### src/rtl/button_event_arbiter_pkg.sv
// Shared definitions for the button event arbiter: FSM encodings and the
// default lockout timing.
package button_event_arbiter_pkg;

  typedef enum logic {
    ST_IDLE  = 1'b0,
    ST_OFFER = 1'b1
  } arb_state_e;

  localparam int HOLDOFF_DEFAULT = 2_500_000;
  localparam int CNT_W_DEFAULT   = 22;
  localparam int ID_W            = 3;

endpackage

### src/rtl/button_event_arbiter_holdoff_timer.sv
// Per-button lockout timer: loads HOLDOFF on an accepted event, counts down to
// zero and stays there; active while the count is nonzero.
module holdoff_timer
  import button_event_arbiter_pkg::*;
#(
  parameter int CNT_W   = CNT_W_DEFAULT,
  parameter int HOLDOFF = HOLDOFF_DEFAULT
) (
  input  logic clk,
  input  logic rst,
  input  logic load,
  output logic active
);

  logic [CNT_W-1:0] cnt_q, cnt_d;

  always_comb begin
    cnt_d = cnt_q;
    if (load) begin
      cnt_d = CNT_W'(HOLDOFF);
    end else if (cnt_q != '0) begin
      cnt_d = cnt_q - 1'b1;
    end
  end

  always_ff @(posedge clk) begin
    if (rst) begin
      cnt_q <= '0;
    end else begin
      cnt_q <= cnt_d;
    end
  end

  assign active = (cnt_q != '0);

endmodule

### src/rtl/button_event_arbiter.sv
// Latches button pulses, arbitrates round-robin among pending buttons and
// offers one event at a time with a per-button lockout after acceptance.
//
// state    | meaning
// ST_IDLE  | no offer; pick a winner from pending on the next edge
// ST_OFFER | evt_valid=1, evt_id held until evt_ready
module button_event_arbiter
  import button_event_arbiter_pkg::*;
#(
  parameter int N_BTN   = 5,
  parameter int HOLDOFF = HOLDOFF_DEFAULT,
  parameter int CNT_W   = CNT_W_DEFAULT
) (
  input  logic             clk,
  input  logic             rst,
  input  logic [N_BTN-1:0] btn_pulse,
  input  logic             evt_ready,
  input  logic             ovr_clr,
  output logic             evt_valid,
  output logic [ID_W-1:0]  evt_id,
  output logic [N_BTN-1:0] pending,
  output logic [N_BTN-1:0] overrun
);

  arb_state_e       state_q, state_d;
  logic             evt_valid_q, evt_valid_d;
  logic [ID_W-1:0]  evt_id_q, evt_id_d;
  logic [ID_W-1:0]  last_grant_q, last_grant_d;
  logic [N_BTN-1:0] pending_q, pending_d;
  logic [N_BTN-1:0] overrun_q, overrun_d;
  logic [N_BTN-1:0] hold_active;
  logic [N_BTN-1:0] hold_load;
  logic [N_BTN-1:0] pend_shift;
  logic [ID_W-1:0]  grant_idx;
  logic             grant_found;
  logic             accept;
  int               idx;

  assign accept = (state_q == ST_OFFER) && evt_ready;

  for (genvar g = 0; g < N_BTN; g++) begin : g_holdoff
    assign hold_load[g] = accept && (evt_id_q == ID_W'(g));

    holdoff_timer #(
      .CNT_W   (CNT_W),
      .HOLDOFF (HOLDOFF)
    ) u_holdoff_timer (
      .clk    (clk),
      .rst    (rst),
      .load   (hold_load[g]),
      .active (hold_active[g])
    );
  end

  // Round-robin search starting one past the last granted button.
  always_comb begin
    grant_idx   = '0;
    grant_found = 1'b0;
    idx         = 0;
    pend_shift  = '0;
    for (int k = 1; k <= N_BTN; k++) begin
      idx = int'(last_grant_q) + k;
      if (idx >= N_BTN) begin
        idx = idx - N_BTN;
      end
      pend_shift = pending_q >> idx;
      if (!grant_found && pend_shift[0]) begin
        grant_found = 1'b1;
        grant_idx   = ID_W'(idx);
      end
    end
  end

  // Acceptance beats a same-cycle pulse on the accepted button.
  always_comb begin
    pending_d = pending_q;
    overrun_d = ovr_clr ? '0 : overrun_q;
    for (int i = 0; i < N_BTN; i++) begin
      if (hold_load[i]) begin
        pending_d[i] = 1'b0;
      end else if (btn_pulse[i]) begin
        if (pending_q[i]) begin
          overrun_d[i] = 1'b1;
        end else if (!hold_active[i]) begin
          pending_d[i] = 1'b1;
        end
      end
    end
  end

  always_comb begin
    state_d      = state_q;
    evt_valid_d  = evt_valid_q;
    evt_id_d     = evt_id_q;
    last_grant_d = last_grant_q;
    case (state_q)
      ST_IDLE: begin
        if (grant_found) begin
          state_d     = ST_OFFER;
          evt_valid_d = 1'b1;
          evt_id_d    = grant_idx;
        end
      end
      ST_OFFER: begin
        if (evt_ready) begin
          state_d      = ST_IDLE;
          evt_valid_d  = 1'b0;
          last_grant_d = evt_id_q;
        end
      end
    endcase
  end

  always_ff @(posedge clk) begin
    if (rst) begin
      state_q      <= ST_IDLE;
      evt_valid_q  <= 1'b0;
      evt_id_q     <= '0;
      last_grant_q <= ID_W'(N_BTN - 1);
      pending_q    <= '0;
      overrun_q    <= '0;
    end else begin
      state_q      <= state_d;
      evt_valid_q  <= evt_valid_d;
      evt_id_q     <= evt_id_d;
      last_grant_q <= last_grant_d;
      pending_q    <= pending_d;
      overrun_q    <= overrun_d;
    end
  end

  assign evt_valid = evt_valid_q;
  assign evt_id    = evt_id_q;
  assign pending   = pending_q;
  assign overrun   = overrun_q;

endmodule

### config.mk
export PLATFORM = sky130hd
export DESIGN_NAME = button_event_arbiter
export DESIGN_NICKNAME = d
export VERILOG_FILES = /design/src/rtl/button_event_arbiter_pkg.sv /design/src/rtl/button_event_arbiter_holdoff_timer.sv /design/src/rtl/button_event_arbiter.sv
export SDC_FILE = /design/constraint.sdc
export NUM_CORES = 1
export LEC_CHECK = 0
export ABC_CLOCK_PERIOD_IN_PS = 5200
export BUFFER_PORTS_ARGS = -buffer_cell sky130_fd_sc_hd__buf_2
export CAP_MARGIN = 40
export CORE_MARGIN = 2
export CORE_UTILIZATION = 55
export CTS_CLUSTER_SIZE = 28
export DETAILED_ROUTE_END_ITERATION = 12
export PLACE_DENSITY = 0.69
export SYNTH_ARGS = -nofsm -noshare
export SYNTH_HDL_FRONTEND = slang
export SYNTH_SLANG_ARGS = --single-unit
export TNS_END_PERCENT = 100
### constraint.sdc
create_clock -name clk -period 5.2 [get_ports clk]
set_clock_uncertainty 0.15 [all_clocks]
set_input_delay 0.52 -clock clk [delete_from_list [all_inputs] [get_ports clk]]
set_output_delay 0.52 -clock clk [all_outputs]
set_load 0.005 [all_outputs]
After elaboration in Yosys (flattened, before gate mapping)
Index checks and enable logic that the tools add are counted.
{"block": "totals", "word_cells": 142, "in_bits": 9, "regBits": 128}
{"block": "classes", "reduce_logical": 33, "n_eq_ne": 6, "addsub": 15, "n_shift": 5, "order_cmp": 5, "bitwise": 1, "muxes": 57}
{"cell": "22-bit two-way mux", "n": 10}
{"cell": "32-bit two-way mux", "n": 5}
{"cell": "5-bit by 32-bit >> shifter with 1-bit output", "n": 5}
{"cell": "22-bit nonzero test", "n": 5}
{"cell": "22-bit by 1-bit subtractor with 22-bit output (second input constant)", "n": 5}
{"cell": "1-bit two-way mux", "n": 34}
{"cell": "4-bit by 3-bit subtractor with 5-bit output (second input constant)", "n": 5}
{"cell": "4-bit by 3-bit greater-or-equal comparator with 1-bit output (second input constant)", "n": 5}
{"cell": "3-bit two-way mux", "n": 5}
{"cell": "1-bit logical AND", "n": 10}
{"cell": "2-bit nonzero test", "n": 5}
{"cell": "2-bit OR reduction", "n": 5}
{"cell": "3-bit by 2-bit adder with 4-bit output (second input constant)", "n": 2}
{"cell": "3-bit by 3-bit adder with 4-bit output (second input constant)", "n": 2}
{"cell": "3-bit by 2-bit equality test with 1-bit output (second input constant)", "n": 2}
{"cell": "2-bit AND reduction", "n": 3}
{"cell": "5-bit two-way mux", "n": 1}
{"cell": "3-bit by 1-bit adder with 4-bit output (second input constant)", "n": 1}
{"cell": "1-bit logical NOT", "n": 4}
{"cell": "2-bit != test (second input constant)", "n": 2}
{"cell": "1-bit one-hot mux with 2 select lines", "n": 2}
{"cell": "3-bit by 1-bit equality test with 1-bit output (second input constant)", "n": 1}
{"cell": "3-bit equality test (second input constant)", "n": 1}
{"cell": "3-bit logical NOT", "n": 1}
{"cell": "1-bit NOT", "n": 1}

Longest topological paths before layout
Gate-level depths: netlist of the first run.
{"block": "depth", "ltp_word": 19, "depth_mapped": 13}

Cells and area by module
Synthesis of the first run repeated with hierarchy kept, for this count alone.
{"block": "unflattened", "cells_unflattened": 899, "area_unflattened_um2": 7372.1}
{"module": "holdoff_timer", "area_each_um2": 1081.0, "cells_per_inst": 127, "n_inst": 5}
{"module": "button_event_arbiter", "area_each_um2": 1966.9, "cells_per_inst": 264, "n_inst": 1}

Worst setup path before layout of the first run
Ideal clock, no wire load.
{"block": "synth_timing", "path_kind": "flip-flop to flip-flop", "startpoint": "register last_grant_q[0]", "endpoint": "register evt_id_q[0], in the netlist evt_id[0]", "period_less_slack_ps": 3568, "path_stages_with_launch": 14, "setup_ps": 79, "required_ps": 4971, "slack_ps": 1632, "n_path_buf": 2, "t_arrival_ps": 3339, "path_cell_list": "dfxtp_1 > buf_2 > clkinv_1 > ha_1 > ha_1 > clkbuf_1 > o31a_1 > o22ai_1 > mux2i_1 > o211a_1 > nor2b_1 > o41ai_4 > or3_1 > o211ai_1"}
{"block": "synth_between", "elab_chain_len": 18}
{"item": "start, declared", "line": "button_event_arbiter.sv:28", "source": "logic [ID_W-1:0] last_grant_q, last_grant_d;"}
{"item": "start signal, assigned", "line": "button_event_arbiter.sv:119", "source": "last_grant_q <= ID_W'(N_BTN - 1);"}
{"item": "start signal, assigned", "line": "button_event_arbiter.sv:126", "source": "last_grant_q <= last_grant_d;"}
{"item": "3-bit by 1-bit adder with 4-bit output", "line": "button_event_arbiter.sv:62", "source": "idx = int'(last_grant_q) + k;"}
{"item": "4-bit by 3-bit subtractor with 5-bit output or 4-bit by 3-bit greater-or-equal comparator with 1-bit output (tied branches)", "line": "button_event_arbiter.sv:64, button_event_arbiter.sv:63"}
{"item": "32-bit two-way mux", "line": "button_event_arbiter.sv:63", "source": "if (idx >= N_BTN) begin"}
{"item": "5-bit by 32-bit >> shifter with 1-bit output", "line": "button_event_arbiter.sv:66", "source": "pend_shift = pending_q >> idx;"}
{"item": "1-bit two-way mux", "line": "button_event_arbiter.sv:67", "source": "if (!grant_found && pend_shift[0]) begin"}
{"item": "1-bit logical NOT", "line": "button_event_arbiter.sv:67"}
{"item": "1-bit logical AND", "line": "button_event_arbiter.sv:67"}
{"item": "1-bit two-way mux", "line": "button_event_arbiter.sv:67"}
{"item": "[... 2 more ...]"}
{"item": "1-bit two-way mux", "line": "button_event_arbiter.sv:67"}
{"item": "1-bit logical NOT", "line": "button_event_arbiter.sv:67"}
{"item": "1-bit logical AND", "line": "button_event_arbiter.sv:67"}
{"item": "1-bit two-way mux", "line": "button_event_arbiter.sv:67"}
{"item": "1-bit logical NOT", "line": "button_event_arbiter.sv:67"}
{"item": "1-bit logical AND", "line": "button_event_arbiter.sv:67"}
{"item": "1-bit two-way mux", "line": "button_event_arbiter.sv:67"}
{"item": "2-bit AND reduction (no source line)"}
{"item": "end signal, assigned", "line": "button_event_arbiter.sv:125", "source": "evt_id_q <= evt_id_d;"}
{"item": "end, declared", "line": "button_event_arbiter.sv:27", "source": "logic [ID_W-1:0] evt_id_q, evt_id_d;"}
Parallel ways exist; a longest one is shown, timed or not.
A chain may end at the register's enable or synchronous reset.

Worst setup path in the final report of the first run
{"block": "layout_timing", "startpoint": "register last_grant_q[1]", "endpoint": "register evt_id_q[2], in the netlist evt_id[2]"}
The elaborated chain is that of the path after synthesis.

==> results of run 1 <==
-- registers in the layout, indices dropped and copies added (netlist names) --
signal and cells:
pending 5, g_holdoff.u_holdoff_timer.cnt_q 110, state_q 1, evt_valid 1
overrun 5, evt_id 3, last_grant_q 3
-- worst reg2reg max path, cell delays in order, from the launching register on --
cell,delay [ps]
dfxtp_1,650
inv_1,290
ha_1,850
nor3_1,170
a221o_1,400
a211o_1,300
a211oi_2,200
o21bai_1,200
nor4b_2,480
a21oi_1,140
a221oi_1,310
-- synthesized netlist by cell type (all sizes together), types with 8 or more instances --
library cell | instances | area, um^2
a211oi | 11 | 87.6
a21oi | 84 | 420
a31oi | 9 | 56.3
buf | 8 | 40.0
clkbuf | 17 | 63.8
dfxtp | 128 | 2560
ha | 19 | 238
inv | 28 | 105
mux2i | 10 | 100
nand2 | 51 | 191
nand2b | 14 | 87.6
nand3 | 25 | 125
nand4 | 9 | 56.3
nor2 | 105 | 394
nor2b | 11 | 68.8
nor3 | 40 | 205
nor4 | 26 | 169
o21ai | 19 | 95.1
o41ai | 8 | 88.8
or3 | 15 | 104
or4 | 16 | 128
xnor2 | 55 | 482
xor2 | 26 | 228
-- through the flow --
stage / power, mW / cell area (um^2) / worst slack, ps / util [%] / hold slack [ps]
2_1_floorplan: 3.44 / 6780 / 1630 / - / 292
3_3_place_gp: 3.79 / 7000 / 1220 / 58.3 / 302
3_5_place_dp: 3.88 / 7000 / 958 / 58.3 / 315
4_1_cts: 5.24 / 7660 / 966 / 63.8 / 184
5_1_grt: 5.63 / 7660 / 672 / 63.8 / 227
6_report: 5.23 / 7660 / 958 / 63.8 / 198
-- power breakdown --
group	switching (mW)	internal (mW)	leakage, nW
Combinational	1.26	0.990	1.58
Clock	0.423	0.888	0.314
Sequential	0.338	1.33	1.05
Total	2.03	3.20	2.94
-- per-layer routing --
layer / vias to the layer above / global-route usage, %
met5: - / 0
met4: 0 / 9.96
met3: 39 / 6.91
met2: 142 / 42.5
met1: 2779 / 29.8
li1: 2986 / -
-- logic make-up after synthesis --
family / count (synthesis) / synth area share [%]
muxes: 10 / 1.48
and+or+nand+nor: 348 / 26.8
AOI/OAI and AO/OA: 175 / 16.5
buffers and inverters: 54 / 3.14
adders and majority gates: 20 / 3.80
DFF: 128 / 37.8
xor gates and xnor gates: 81 / 10.5
-- final cells by class --
type | count | area, um^2 | area share, %
Clock buffer | 23 | 478 | 6.24
Sequential cell | 128 | 2560 | 33.5
Multi-Input combinational cell | 634 | 4000 | 52.3
Clock inverter | 9 | 179 | 2.34
Inverter | 29 | 109 | 1.42
Timing Repair Buffer | 27 | 144 | 1.88
Tap cell | 147 | 184 | 2.40
-- worst paths after layout --
kind	startpoint	to	slack, ps	cells past startpoint
worst max-delay path	last_grant_q[1]$_SDFFE_PP0P_	evt_id[2]$_SDFFE_PP0P_	960	10
worst min-delay path	btn_pulse[0]	pending[0]$_SDFFE_PP0P_	200	3
worst max register to register	last_grant_q[1]$_SDFFE_PP0P_	evt_id[2]$_SDFFE_PP0P_	960	10
worst min register to register	overrun[1]$_SDFF_PP0_	overrun[1]$_SDFF_PP0_	330	2
-- cells in the final DEF, fill, tap and decap left out, types with 4 or more instances in the layout --
cell type  synthesis  final
dfxtp_1          128    128
nor2_1           105    105
a21oi_1           84     84
xnor2_1           55     55
nand2_1           51     51
nor3_1            39     39
inv_1             28     28
xor2_1            26     26
nor4_1            25     25
nand3_1           25     25
buf_2              8     22
ha_1              19     19
o21ai_0           18     18
clkbuf_16          0     17
nand2b_1          14     14
or4_1             14     14
or3_1             13     13
nor2b_1           11     11
a211oi_1          10     10
mux2i_1           10     10
nand4_1            9      9
a31oi_1            9      9
o41ai_1            7      7
nand3b_1           6      6
nor3b_1            6      6
a32oi_1            5      5
bufinv_16          0      5
and3_1             4      4
and2_1             4      4
o211ai_1           4      4
buf_4              0      4
==> results.toml, run 1 <==
[status]
status = "finished clean"

[routing]
dr.pass1.iters = 5
wirelength_mm = 15.8
drcViolationCount = 0
routed_via_density = 5.96
num_vias = 5946
wire_per_inst_um = 15.9
ant_nets = 0
drt_iter0_drc = 453
met1_length_mm = 7.10
highest_layer = "met4"
met2_length_mm = 7.63
wl_met3_um = 691

[critical_path]
cp-start-kind = "flop"
slowest_stage = "ha_1"
cp_max_fo = 25
path_cells = "inv_1, ha_1, nor3_1, a221o_1, a211o_1, a211oi_2, o21bai_1, nor4b_2, a21oi_1, a221oi_1"
cp.arrival_ps = 4410
cp_slowest_stage_delay_ps = 850
cp_data_required_time_ps = 5370
worstSetupPathType = "reg2reg"
end_kind = "flop"
crit_buf_inv = 1
cpLargestDelayFamily = "compound AO/OA/AOI/OAI gates"

[sta]
tightest_slew_ps = 854
hold_viol = 0
drv_slew = 0
setup_viol = 0
slew-limit-headroom_pct = 42.6
fin_setup_tns_ps = 0
finalCritPeriodShare_pct = 81.6
clock.fmax_mhz = 236
finalWorstPathRequiredPeriod_ps = 4240
rsz0062_at_grt = "no"

[global_routing]
antenna_found_initial = 0
grt_pass1_vias = 5763
track_usage_pct = 24.9
grt-ovfl-total = 0
grt_first_pass_wirelength_mm = 26.5
grt_max_degree = 36

[yosys]
ys_ff_latch = 128
async_reset_ff_share_pct = 0
syn_nets = 845
ys.flop_type = "dfxtp_1"
yosysWarnings = 0
syn_area_um2 = 6780
syn_inst = 816
synth_edf_count = 0
synth_area_per_cell_um2 = 8.31
yosysSeqAreaShare_pct = 37.8
synthDistinctLibCells = 67

[clock_tree]
ctsResizeCount = 0
cts_tree = "done"
cts_sinks = 128
cts_buffers = 17
cts_root_buf = "clkbuf_16"
post_cts_buffers = 0
clk_pin_slew_ps = 60
clock_latency_ps = 420
cts_hold_buf = 0
htree_levels = 4
clockBufferDepth = 2

[floorplanning]
ios = 23
core_um2 = 12000
die_y_um = 115
die_w_um = 115
die_area_um2 = 13200
start_util_pct = 56.4
rows = 40

[placement]
portBuffers = 22
dp_cells = 965
routabilityCongestion = 0.905
dp_hpwl_mm = 11.0

[layout]
areaGrowthSynthToFinish_pct = 13.0
final_layout_size_suffix_gt1_share_pct = 8.12
antenna_cells = 0
fillers = 1029
layout.cells.non_filler = 997
final_nets = 866

[hold_path]
hold_class = "in2reg"

[power]
power.leakage_nw = 2.94
ir_drop_mv = 0.488
powerDensity_nw_per_um2 = 683

[flow_run]
max_cap_viol_count = 0
Power figures use the tool's default switching activity.
==> run 2: changes to the inputs <==
--- a/config.mk
+++ b/config.mk
@@ -5,7 +5,7 @@
 export SDC_FILE = /design/constraint.sdc
 export NUM_CORES = 1
 export LEC_CHECK = 0
-export ABC_CLOCK_PERIOD_IN_PS = 5200
+export ABC_CLOCK_PERIOD_IN_PS = 4000
 export BUFFER_PORTS_ARGS = -buffer_cell sky130_fd_sc_hd__buf_2
 export CAP_MARGIN = 40
 export CORE_MARGIN = 2
==> constraint.sdc (replaced) <==
create_clock -name clk -period 4 [get_ports clk]
set_clock_uncertainty 0.15 [all_clocks]
set_input_delay 0.4 -clock clk [delete_from_list [all_inputs] [get_ports clk]]
set_output_delay 0.4 -clock clk [all_outputs]
set_load 0.005 [all_outputs]
==> run 2 against run 1 <==
Worst setup slack lost 660 ps. Combinational power is 32% higher. Worst hold slack worse by 110 ps. Cell count up 0.50%. Sequential power up 30%. Critical path type unchanged.
==> results.toml, run 2 (synthesized netlist as in run 1, its figures left out) <==
[sta]
slew-limit-headroom_pct = 46.8
setup_ws_ps = 298
clock.fmax_mhz = 270
setup_viol = 0
finalWorstPathRequiredPeriod_ps = 3700
tightest_slew_ps = 788
finalCritPeriodShare_pct = 92.6
hold_viol = 0
holdWs_ps = 85.0
rsz0062_at_grt = "no"
fin_setup_tns_ps = 0
drv_slew = 0

[global_routing]
grt_pass1_vias = 5715
grt-ovfl-total = 0
antenna_found_initial = 0
grt_max_degree = 36
grt_first_pass_wirelength_mm = 26.5
track_usage_pct = 25.0

[floorplanning]
rows = 40
ios = 23
die_w_um = 115
core_um2 = 12000
die_y_um = 115
start_util_pct = 56.4
die_area_um2 = 13200

[placement]
dp_hpwl_mm = 11.0
dp_cells = 970
dp_slack_ps = 369
portBuffers = 22
placed_cell_area_um2 = 7040
routabilityCongestion = 0.927

[clock_tree]
clk_pin_slew_ps = 60
cts_hold_buf = 0
post_cts_buffers = 0
cts_buffers = 17
ctsResizeCount = 0
clock_latency_ps = 420
cts_tree = "done"
htree_levels = 4
clockBufferDepth = 2
cts_sinks = 128
cts_root_buf = "clkbuf_16"

[layout]
final_nets = 871
layout.cells.non_filler = 1002
regArea_um2 = 2560
finalInstanceArea_um2 = 7700
antenna_cells = 0
largest_register_ff_count = 110
fillers = 1038
areaGrowthSynthToFinish_pct = 13.6
final_common_cell = "dfxtp_1"
final_layout_size_suffix_gt1_share_pct = 9.12
top_register = "g_holdoff.u_holdoff_timer.cnt_q"
final_cell_mix = "dfxtp_1, nor2_1, a21oi_1, xnor2_1, nand2_1"
multi_input_area_um2 = 4000

[routing]
ant_nets = 0
wirelength_mm = 15.9
num_vias = 5983
wire_per_inst_um = 15.9
drt_iter0_drc = 408
routed_via_density = 5.97
dr.pass1.iters = 5
drcViolationCount = 0

[power]
powerDensity_nw_per_um2 = 886
ir_drop_mv = 0.617
power.leakage_nw = 2.98

[hold_path]
hold_class = "in2reg"
min_to = "pending[0]$_SDFFE_PP0P_"
hold_start = "btn_pulse[0]"
whs_path_depth = 3

[flow_run]
max_cap_viol_count = 0

[critical_path]
worstSetupPathType = "reg2reg"
timing.rr.start = "last_grant_q[0]$_SDFFE_PP0P_"
reg2reg_slack_ps = 300
cp_max_fo = 35
cp_data_required_time_ps = 4160
end_kind = "flop"
r2r_cells = 10
r2r_end = "evt_id[2]$_SDFFE_PP0P_"
cp.arrival_ps = 3860
cp-start-kind = "flop"

[status]
status = "finished clean"
run 2: report_power, final:
group	internal [mW]	switching, mW
Sequential	1.72	0.438
Clock	1.12	0.591
Combinational	1.32	1.64
Total	4.16	2.67
run 2: critical path, stage by stage, from the launching register on:
cell and delay (ps):
dfxtp_1 330, buf_4 330, ha_1 490, and3b_1 250, a221o_1 390, a211o_1 300
a211oi_2 210, o21bai_1 200, nor4b_2 480, a21oi_1 130, a221oi_1 310
run 2: stage by stage:
stage | power (mW) | util [%]
2_1_floorplan | 4.47 | -
6_report | 6.82 | 64.1
3_3_place_gp | 4.96 | 58.6
5_1_grt | 7.36 | 64.1
3_5_place_dp | 5.07 | 58.6
4_1_cts | 6.84 | 64.1
run 2: worst max path at each step:
stage	startpoint	to	slack [ps]
5_1_grt	last_grant_q[0]$_SDFFE_PP0P_	evt_id[2]$_SDFFE_PP0P_	90
3_5_place_dp	last_grant_q[0]$_SDFFE_PP0P_	evt_id[2]$_SDFFE_PP0P_	370
4_1_cts	last_grant_q[0]$_SDFFE_PP0P_	evt_id[2]$_SDFFE_PP0P_	340
2_1_floorplan	last_grant_q[0]$_SDFFE_PP0P_	evt_id[0]$_SDFFE_PP0P_	430
6_report	last_grant_q[0]$_SDFFE_PP0P_	evt_id[2]$_SDFFE_PP0P_	300
3_3_place_gp	last_grant_q[0]$_SDFFE_PP0P_	evt_id[2]$_SDFFE_PP0P_	570
run 2: area by class of cell:
| cell class | count | area share [%] |
|---|---|---|
| clock buffers | 17 | 5.53 |
| flip-flops and latches | 128 | 33.3 |
| multi-input cells | 634 | 52.0 |
| well taps | 147 | 2.39 |
| inverters | 29 | 1.41 |
| repair buffers | 32 | 2.41 |
| clock inverters | 15 | 2.99 |
run 2: layer usage:
layer | vias to the layer above | share of wire, % | wire [um] | GRT usage, %
met5 | - | 0 | 0 | 0
met3 | 38 | 4.8 | 756 | 7.38
met1 | 2795 | 45 | 7120 | 30.0
met2 | 144 | 48 | 7610 | 42.1
met4 | 0 | 2.5 | 399 | 10.3
li1 | 3006 | - | - | -
==> run 3: changes to the inputs <==
--- a/config.mk
+++ b/config.mk
@@ -12,7 +12,7 @@
 export CORE_UTILIZATION = 55
 export CTS_CLUSTER_SIZE = 28
 export DETAILED_ROUTE_END_ITERATION = 12
-export PLACE_DENSITY = 0.69
+export PLACE_DENSITY = 0.72
 export SYNTH_ARGS = -nofsm -noshare
 export SYNTH_HDL_FRONTEND = slang
 export SYNTH_SLANG_ARGS = --single-unit
==> run 3 against run 2 <==
Sequential cell count unchanged. Sequential share of layout area down 0.12 points. First-iteration DRC count up 29%. Cell count unchanged. Sequential power about the same. Clock power up 3%. Highest routed layer unchanged. Global-route usage down 0.27 points.
==> results.toml, run 3 (synthesized netlist as in run 1, its figures left out) <==
[status]
status = "finished clean"

[global_routing]
grt-ovfl-total = 0
antenna_found_initial = 0
track_usage_pct = 24.7
grt_max_degree = 45
grt_pass1_vias = 5621
grt_first_pass_wirelength_mm = 26.3

[flow_run]
max_cap_viol_count = 0

[sta]
slew-limit-headroom_pct = 47.8
tightest_slew_ps = 782
clock.fmax_mhz = 270
drv_slew = 0
setup_viol = 0
rsz0062_at_grt = "no"
finalCritPeriodShare_pct = 92.5
hold_viol = 0
finalWorstPathRequiredPeriod_ps = 3700
fin_setup_tns_ps = 0

[critical_path]
cp_max_fo = 11
end_kind = "flop"
cp.arrival_ps = 3900
worstSetupPathType = "reg2reg"
cp-start-kind = "flop"
cp_data_required_time_ps = 4200
r2r_cells = 10

[layout]
multi_input_area_um2 = 4010
largest_register_ff_count = 110
final_layout_size_suffix_gt1_share_pct = 9.12
areaGrowthSynthToFinish_pct = 14.0
top_register = "g_holdoff.u_holdoff_timer.cnt_q"
final_nets = 871
fillers = 1054
final_cell_mix = "dfxtp_1, nor2_1, a21oi_1, xnor2_1, nand2_1"
layout.cells.non_filler = 1002
antenna_cells = 0
regArea_um2 = 2560
final_common_cell = "dfxtp_1"

[clock_tree]
clk_pin_slew_ps = 60
cts_tree = "done"
htree_levels = 4
cts_sinks = 128
clockBufferDepth = 2
cts_root_buf = "clkbuf_16"
clock_latency_ps = 420
cts_buffers = 17
post_cts_buffers = 0

[power]
power.leakage_nw = 2.98
powerDensity_nw_per_um2 = 890
p_clk_share_pct = 25.6
switching_power_mw = 2.65
p_seq_share_pct = 31.5
switching_share_pct = 38.5
p_int_mw = 4.23
ir_drop_mv = 0.541
pwr-share-comb_pct = 42.9

[routing]
drt_iter0_drc = 526
routed_via_density = 6.03
ant_nets = 0
wirelength_mm = 15.6
drcViolationCount = 0
wire_per_inst_um = 15.6
dr.pass1.iters = 5
num_vias = 6038

[placement]
routabilityCongestion = 0.951
dp_cells = 970
portBuffers = 22
dp_hpwl_mm = 10.8

[floorplanning]
start_util_pct = 56.4
die_area_um2 = 13200
die_w_um = 115
ios = 23
rows = 40
core_um2 = 12000
die_y_um = 115

[hold_path]
whs_path_depth = 3
hold_class = "in2reg"
==> run 3: worst paths after layout <==
kind | slack, ps | startpoint | endpoint
setup / recovery | 300 | last_grant_q[1]$_SDFFE_PP0P_ | evt_id[0]$_SDFFE_PP0P_
hold / removal | 70 | btn_pulse[3] | pending[3]$_SDFFE_PP0P_
setup reg to reg | 300 | last_grant_q[1]$_SDFFE_PP0P_ | evt_id[0]$_SDFFE_PP0P_
hold reg to reg | 320 | g_holdoff[2].u_holdoff_timer.cnt_q[11]$_SDFFE_PP0P_ | g_holdoff[2].u_holdoff_timer.cnt_q[11]$_SDFFE_PP0P_
==> run 3: per-layer routing <==
layer	routed length (um)	track usage, %
met1	7050	31.5
met4	398	10.6
met3	875	6.48
met5	0	0
met2	7310	39.8
==> run 3: power by group through the flow <==
stage                     Combinational [mW]  Clock [mW]  Sequential (mW)
after floorplan                         2.40           0             2.07
after global placement                  2.81           0             2.14
after detailed placement                2.91           0             2.17
after CTS                               2.95        1.78             2.15
after global routing                    3.33        1.84             2.23
final                                   2.95        1.76             2.16
==> run 3: layout make-up <==
cell class                 instances  area share [%]
clock buffer                      18            5.68
clock inverter                    14            3.06
sequential                       128            33.2
inverter                          29            1.41
tap                              147            2.38
multi-input combinational        634            51.9
timing repair buffer              32            2.40
==> run 3: what timing repair did <==
action,CTS,global route
endpoints found under the setup margin,0,1
resized for setup,0,1
hold buffers,0,0
==> run 3: through the flow <==
stage	power (mW)	utilization, %	area (um^2)	setup slack [ps]	hold WS (ps)
6_report	6.88	64.3	7730	299	73.3
5_1_grt	7.40	64.3	7730	13.3	68.7
4_1_cts	6.88	64.3	7720	359	64.5
3_5_place_dp	5.07	58.6	7040	389	313
3_3_place_gp	4.96	58.6	7040	527	302
2_1_floorplan	4.47	-	6780	432	292
==> run 3: critical path, cell delays in order (launching register included) <==
cell,delay [ps]
dfxtp_1,450
inv_1,220
ha_1,460
or2_2,350
a21oi_1,280
o21ai_0,160
a211o_1,330
o21bai_1,470
o41ai_4,200
or3_1,380
o211ai_1,170
